[config.mk]
export PLATFORM = sky130hd
export DESIGN_NAME = imem_dmem_arbiter
export DESIGN_NICKNAME = d
export VERILOG_FILES = /design/src/rtl/imem_dmem_arbiter.sv
export SDC_FILE = /design/constraint.sdc
export NUM_CORES = 1
export LEC_CHECK = 0
export BUFFER_PORTS_ARGS = -buffer_cell sky130_fd_sc_hd__buf_2
export CELL_PAD_IN_SITES_DETAIL_PLACEMENT = 0
export CELL_PAD_IN_SITES_GLOBAL_PLACEMENT = 2
export CORE_MARGIN = 3
export CORE_UTILIZATION = 26
export CTS_CLUSTER_SIZE = 25
export DETAILED_ROUTE_END_ITERATION = 7
export GPL_TIMING_DRIVEN = 0
export PLACE_DENSITY = 0.88
export SYNTH_ARGS = -nofsm -noshare
export SYNTH_HDL_FRONTEND = slang
export SYNTH_SLANG_ARGS = --single-unit
[constraint.sdc]
create_clock -name clk_i -period 2.1 [get_ports clk_i]
set_input_delay 0.105 -clock clk_i [delete_from_list [all_inputs] [get_ports clk_i]]
set_output_delay 0.105 -clock clk_i [all_outputs]
set_load 0.02 [all_outputs]
[src/rtl/imem_dmem_arbiter.sv]
// ---------------------------------------------------------------------------
// imem_dmem_arbiter
//
// Shares one single-port unified memory between the instruction-fetch port
// and the data port of the pipeline. Each access goes through three states:
//   IDLE : pick a requester and latch its command onto mem_*
//   WAIT : issue (mem_en_o for one cycle) and wait for mem_ack_i or watchdog
//   RESP : pulse the owner's ack for one cycle, then return to IDLE
//
// The data port normally wins. A fetch cannot be starved: after MAX_DPRIO
// back-to-back data grants taken while a fetch was waiting, the next grant
// goes to fetch. A hung memory access is completed after TIMEOUT WAIT cycles
// with zero read data, and err_o is raised until reset.
//
// Ports
//   clk_i, rst_i            clock, synchronous active-high reset
//   if_req_i / if_addr_i    fetch request and address (held until ack)
//   if_ack_o / if_rdata_o   fetch completion pulse and read word (held)
//   if_stall_o              fetch request not yet acknowledged
//   dm_req_i, dm_we_i,
//   dm_addr_i, dm_wdata_i   data request, write enable, address, write data
//   dm_ack_o / dm_rdata_o   data completion pulse and read word (held)
//   dm_stall_o              data request not yet acknowledged
//   mem_en_o                one-cycle issue pulse to memory
//   mem_we_o, mem_addr_o,
//   mem_wdata_o             latched command, stable from issue through RESP
//   mem_rdata_i, mem_ack_i  memory read data and completion pulse
//   err_o                   sticky watchdog timeout flag
// ---------------------------------------------------------------------------
module imem_dmem_arbiter #(
  parameter int ADDR_W    = 32,
  parameter int DATA_W    = 32,
  parameter int MAX_DPRIO = 3,
  parameter int TIMEOUT   = 64
) (
  input  logic              clk_i,
  input  logic              rst_i,
  input  logic              if_req_i,
  input  logic [ADDR_W-1:0] if_addr_i,
  output logic              if_ack_o,
  output logic [DATA_W-1:0] if_rdata_o,
  output logic              if_stall_o,
  input  logic              dm_req_i,
  input  logic              dm_we_i,
  input  logic [ADDR_W-1:0] dm_addr_i,
  input  logic [DATA_W-1:0] dm_wdata_i,
  output logic              dm_ack_o,
  output logic [DATA_W-1:0] dm_rdata_o,
  output logic              dm_stall_o,
  output logic              mem_en_o,
  output logic              mem_we_o,
  output logic [ADDR_W-1:0] mem_addr_o,
  output logic [DATA_W-1:0] mem_wdata_o,
  input  logic [DATA_W-1:0] mem_rdata_i,
  input  logic              mem_ack_i,
  output logic              err_o
);

  localparam int STRK_W = $clog2(MAX_DPRIO + 1);
  // The watchdog counter only needs to reach TIMEOUT-1; the cycle that would
  // make it TIMEOUT is the one that forces completion.
  localparam int TMO_W  = $clog2(TIMEOUT);
  localparam logic [STRK_W-1:0] STRK_MAX = STRK_W'(MAX_DPRIO);
  localparam logic [TMO_W-1:0]  TMO_LAST = TMO_W'(TIMEOUT - 1);

  typedef enum logic [1:0] {
    ST_IDLE = 2'd0,
    ST_WAIT = 2'd1,
    ST_RESP = 2'd2
  } state_t;

  state_t             state_q;
  state_t             state_d;
  logic               owner_dm_q;
  logic [STRK_W-1:0]  streak_q;
  logic [TMO_W-1:0]   tmo_q;

  logic               grant_dm;
  logic               grant_if;
  logic               tmo_hit;

  // Data wins unless a fetch is waiting and the data port has already used
  // its full run of consecutive grants.
  assign grant_dm = dm_req_i && !(if_req_i && (streak_q == STRK_MAX));
  assign grant_if = !grant_dm && if_req_i;
  assign tmo_hit  = !mem_ack_i && (tmo_q == TMO_LAST);

  assign if_ack_o   = (state_q == ST_RESP) && !owner_dm_q;
  assign dm_ack_o   = (state_q == ST_RESP) &&  owner_dm_q;
  assign if_stall_o = if_req_i & ~if_ack_o;
  assign dm_stall_o = dm_req_i & ~dm_ack_o;

  always_ff @(posedge clk_i) begin
    if (rst_i) state_q <= ST_IDLE;
    else       state_q <= state_d;
  end

  always_comb begin
    state_d = state_q;
    case (state_q)
      ST_IDLE: if (grant_dm || grant_if)   state_d = ST_WAIT;
      ST_WAIT: if (mem_ack_i || tmo_hit)   state_d = ST_RESP;
      ST_RESP:                             state_d = ST_IDLE;
      default:                             state_d = ST_IDLE;
    endcase
  end

  always_ff @(posedge clk_i) begin
    if (rst_i) begin
      owner_dm_q  <= 1'b0;
      streak_q    <= '0;
      tmo_q       <= '0;
      mem_en_o    <= 1'b0;
      mem_we_o    <= 1'b0;
      mem_addr_o  <= '0;
      mem_wdata_o <= '0;
      if_rdata_o  <= '0;
      dm_rdata_o  <= '0;
      err_o       <= 1'b0;
    end else begin
      mem_en_o <= 1'b0;
      case (state_q)
        // ---- grant: latch command, start issue ----
        ST_IDLE: begin
          if (grant_dm || grant_if) begin
            mem_en_o   <= 1'b1;
            tmo_q      <= '0;
            owner_dm_q <= grant_dm;
            if (grant_dm) begin
              mem_we_o    <= dm_we_i;
              mem_addr_o  <= dm_addr_i;
              mem_wdata_o <= dm_wdata_i;
              // Only grants that made a fetch wait count toward the streak.
              if (if_req_i) begin
                if (streak_q != STRK_MAX) streak_q <= streak_q + 1'b1;
              end else begin
                streak_q <= '0;
              end
            end else begin
              mem_we_o    <= 1'b0;
              mem_addr_o  <= if_addr_i;
              mem_wdata_o <= '0;
              streak_q    <= '0;
            end
          end
        end
        // ---- wait: memory completion or watchdog ----
        ST_WAIT: begin
          if (mem_ack_i) begin
            if (owner_dm_q) begin
              if (!mem_we_o) dm_rdata_o <= mem_rdata_i;
            end else begin
              if_rdata_o <= mem_rdata_i;
            end
          end else if (tmo_hit) begin
            err_o <= 1'b1;
            if (owner_dm_q) begin
              if (!mem_we_o) dm_rdata_o <= '0;
            end else begin
              if_rdata_o <= '0;
            end
          end else begin
            tmo_q <= tmo_q + 1'b1;
          end
        end
        default: ;
      endcase
    end
  end

endmodule

==> impl_metrics.env <==
export IMPL_status="finished clean"
export IMPL_hold_violations=0
export IMPL_routedLengthMet1_um=7320
export IMPL_finalNetCount=927
export IMPL_crit_type="reg2reg"
export IMPL_die_y_um=145
export IMPL_worstPathArrival_ns=2.26
export IMPL_dpl_hpwl_um=12100
export IMPL_grt_total_usage=0.156
export IMPL_worst_slew_pin_slew_ns=0.546
export IMPL_cp_common_cell="buf_2"
export IMPL_clock_sinks=142
export IMPL_cts_buffers=17
export IMPL_stdcell_count=1064
export IMPL_grt_antenna_before_repair=1
export IMPL_dr_total_vias=4875
export IMPL_yosys_warnings=0
export IMPL_drive_gt1_frac=0.402
export IMPL_ys_seq_area_frac=0.563
export IMPL_grt_pass1_wl_um=26800
export IMPL_layout_commonest_cell="buf_2"
export IMPL_required_ns=2.46
export IMPL_critPathCaptureType="flop"
export IMPL_cp_start_kind="flop"
export IMPL_root_buffer="clkbuf_16"
export IMPL_met3_length_um=909
export IMPL_syn_area_per_cell_um2=11.5
export IMPL_layout_common_cells="buf_2, dfxtp_1, dlygate4sd3_1, a32o_1, nor2_1"
export IMPL_synth_edf_count=0
export IMPL_min_period_ns=1.90
export IMPL_clk_pin_slew_worst_paths_ns=0.06
export IMPL_dr_first_iter_drc_count=166
export IMPL_fin_util=0.422
export IMPL_ys_ff_latch=142
export IMPL_slew_viol_final=0
export IMPL_min_delay_start="if_addr_i[22]"
export IMPL_clk_latency_ns=0.41
export IMPL_wire_per_inst_um=15.7
export IMPL_grt_setup_unrepaired="no"
export IMPL_wl_um=16700
export IMPL_syn_area_um2=5050
export IMPL_die_w_um=145
export IMPL_cap_violations=0
export IMPL_crit_path_max_incr_delay_ns=0.38
export IMPL_dieArea_um2=21100
export IMPL_cellLeakagePower_nw=3.74
export IMPL_holdCritPathClass="in2reg"
export IMPL_syn_nets=575
export IMPL_drtAntennaViolNets=0
export IMPL_core_um2=18900
export IMPL_n_antenna_cell=0
export IMPL_route_met2_wl_um=8140
export IMPL_placed_cells=966
export IMPL_core_rowCount=50
export IMPL_setup_viol=0
export IMPL_clock_path_buffers=2
export IMPL_grt_pass1_vias=5074
export IMPL_synth_area_leaders="dfxtp_1, a32o_1, mux2i_1"
export IMPL_peakVddDrop_uv=489
export IMPL_cts_tree="built"
export IMPL_yosysTopAreaCell="dfxtp_1"
export IMPL_whs_ns=0.0308
export IMPL_grt_max_degree=17
export IMPL_via_per_inst=4.58
export IMPL_cp_max_fo=10
export IMPL_overflow=0
export IMPL_drc=0
export IMPL_top_layer_used="met5"
export IMPL_synthCells=439
export IMPL_max_freq_mhz=526
export IMPL_slew_limit_headroom=0.636
export IMPL_ios=269
export IMPL_initial_core_util=0.267
export IMPL_setup_tns_final_ns=0
export IMPL_path_cells="ha_1 -> a21boi_0 -> buf_2 -> and3b_1 -> buf_2 -> clkbuf_1 -> a22o_1"
export IMPL_finClkSkew_ns=0.0137
export IMPL_period_share=0.906
export IMPL_startpoint="streak_q[0]"
export IMPL_power_mw=7.01
export IMPL_htree_levels=4
export IMPL_io_buffers=267
export IMPL_slowest_stage="clkbuf_1"
export IMPL_area_growth_pct=58.0
export IMPL_synthArstFlopShare=0
export IMPL_r2r_start="streak_q[0]"
export IMPL_gp_congestion=0.750
export IMPL_drt_pre_antenna_iters=4
export IMPL_yosys_most_used_dff="dfxtp_1"
export IMPL_yosys_cell_types_count=35
export IMPL_power_density_nw_per_um2=879
export IMPL_synth_top_cell_area_share=0.563
-- path summary, 6_finish.rpt --
path                          end  slack (ns)  cells past startpoint
setup / recovery  mem_wdata_o[19]        0.20                      7
hold / removal     mem_addr_o[22]        0.03                      3
setup reg to reg  mem_wdata_o[19]        0.20                      7
hold reg to reg    if_rdata_o[20]        0.46                      1
-- cell families (layout without fill, tap and decap cells) --
logic type	count (synthesis)	in the layout	share of synthesized area
flip-flops	142	142	0.563
AO/OA/AOI/OAI	146	146	0.256
buffers and inverters	47	412	0.0421
AND/OR/NAND/NOR	68	68	0.0662
adder cells (fa/ha/maj)	2	2	0.00496
multiplexers	34	34	0.0674
-- flip-flops by register name (all words and copies together), names as in the netlist --
signal	flops
if_rdata_o	32
mem_addr_o	32
streak_q	2
mem_en_o	1
owner_dm_q	1
mem_we_o	1
state_q	2
mem_wdata_o	32
dm_rdata_o	32
err_o	1
tmo_q	6
-- worst max-delay path: cells and delay by family, from the launching register on --
kind,cells,cell delay (ns)
buffers and inverters,3,0.81
and+or+nand+nor,1,0.17
DFF,1,0.32
adders and majority gates,1,0.21
AOI/OAI and AO/OA,2,0.34
-- stage by stage --
step / area [um^2] / setup slack, ns
floorplan: 5050 / 0.521
global placement: 6710 / 0.0933
detailed placement: 6710 / 0.0749
CTS: 7960 / 0.0721
global route: 7970 / 0.0103
finish: 7970 / 0.198
-- cell type report --
cell class	instances	area, um^2
Fill cell	1894	10900
Sequential cell	142	2840
Multi-Input combinational cell	250	2010
Timing Repair Buffer	333	2000
Clock buffer	20	467
Tap cell	260	325
Buffer	46	209
Clock inverter	12	120
Inverter	1	3.75
-- power breakdown --
part           switching, mW  total [mW]  internal [mW]
logic                  0.634        1.10          0.463
clock network           1.22        2.98           1.75
registers             0.0806        2.93           2.85
-- per-layer routing --
metal  track usage  up-vias
met3        0.0484       27
met4        0.0508        2
met1         0.186     2280
met2         0.267      152
met5             0        -
li1              -     2414
-- cell usage after synthesis (2+ instances only) --
library cell  number
a21boi_0           2
a211oi_1          32
ha_1               2
nor4_1             2
nand3_1            3
a22o_1            33
a32o_1            65
dfxtp_1          142
buf_2             17
buf_6              2
or4_1              3
clkbuf_1          23
mux2i_1           34
nor3_1             2
nor3b_1            3
nand2b_1           3
nand2_1            5
nor2b_1            3
o21ai_0            2
nor2_1            38
a21oi_1            5
and3b_1            2
buf_1              4
-- repair_timing --
item | in CTS | in global routing
resized for setup | 0 | 5
endpoints found under the setup margin | 0 | 29
hold buffers | 66 | 0
setup buffers | 0 | 0
hold endpoints to repair | 98 | 0
No activity file was read; power rests on OpenSTA's default activity.
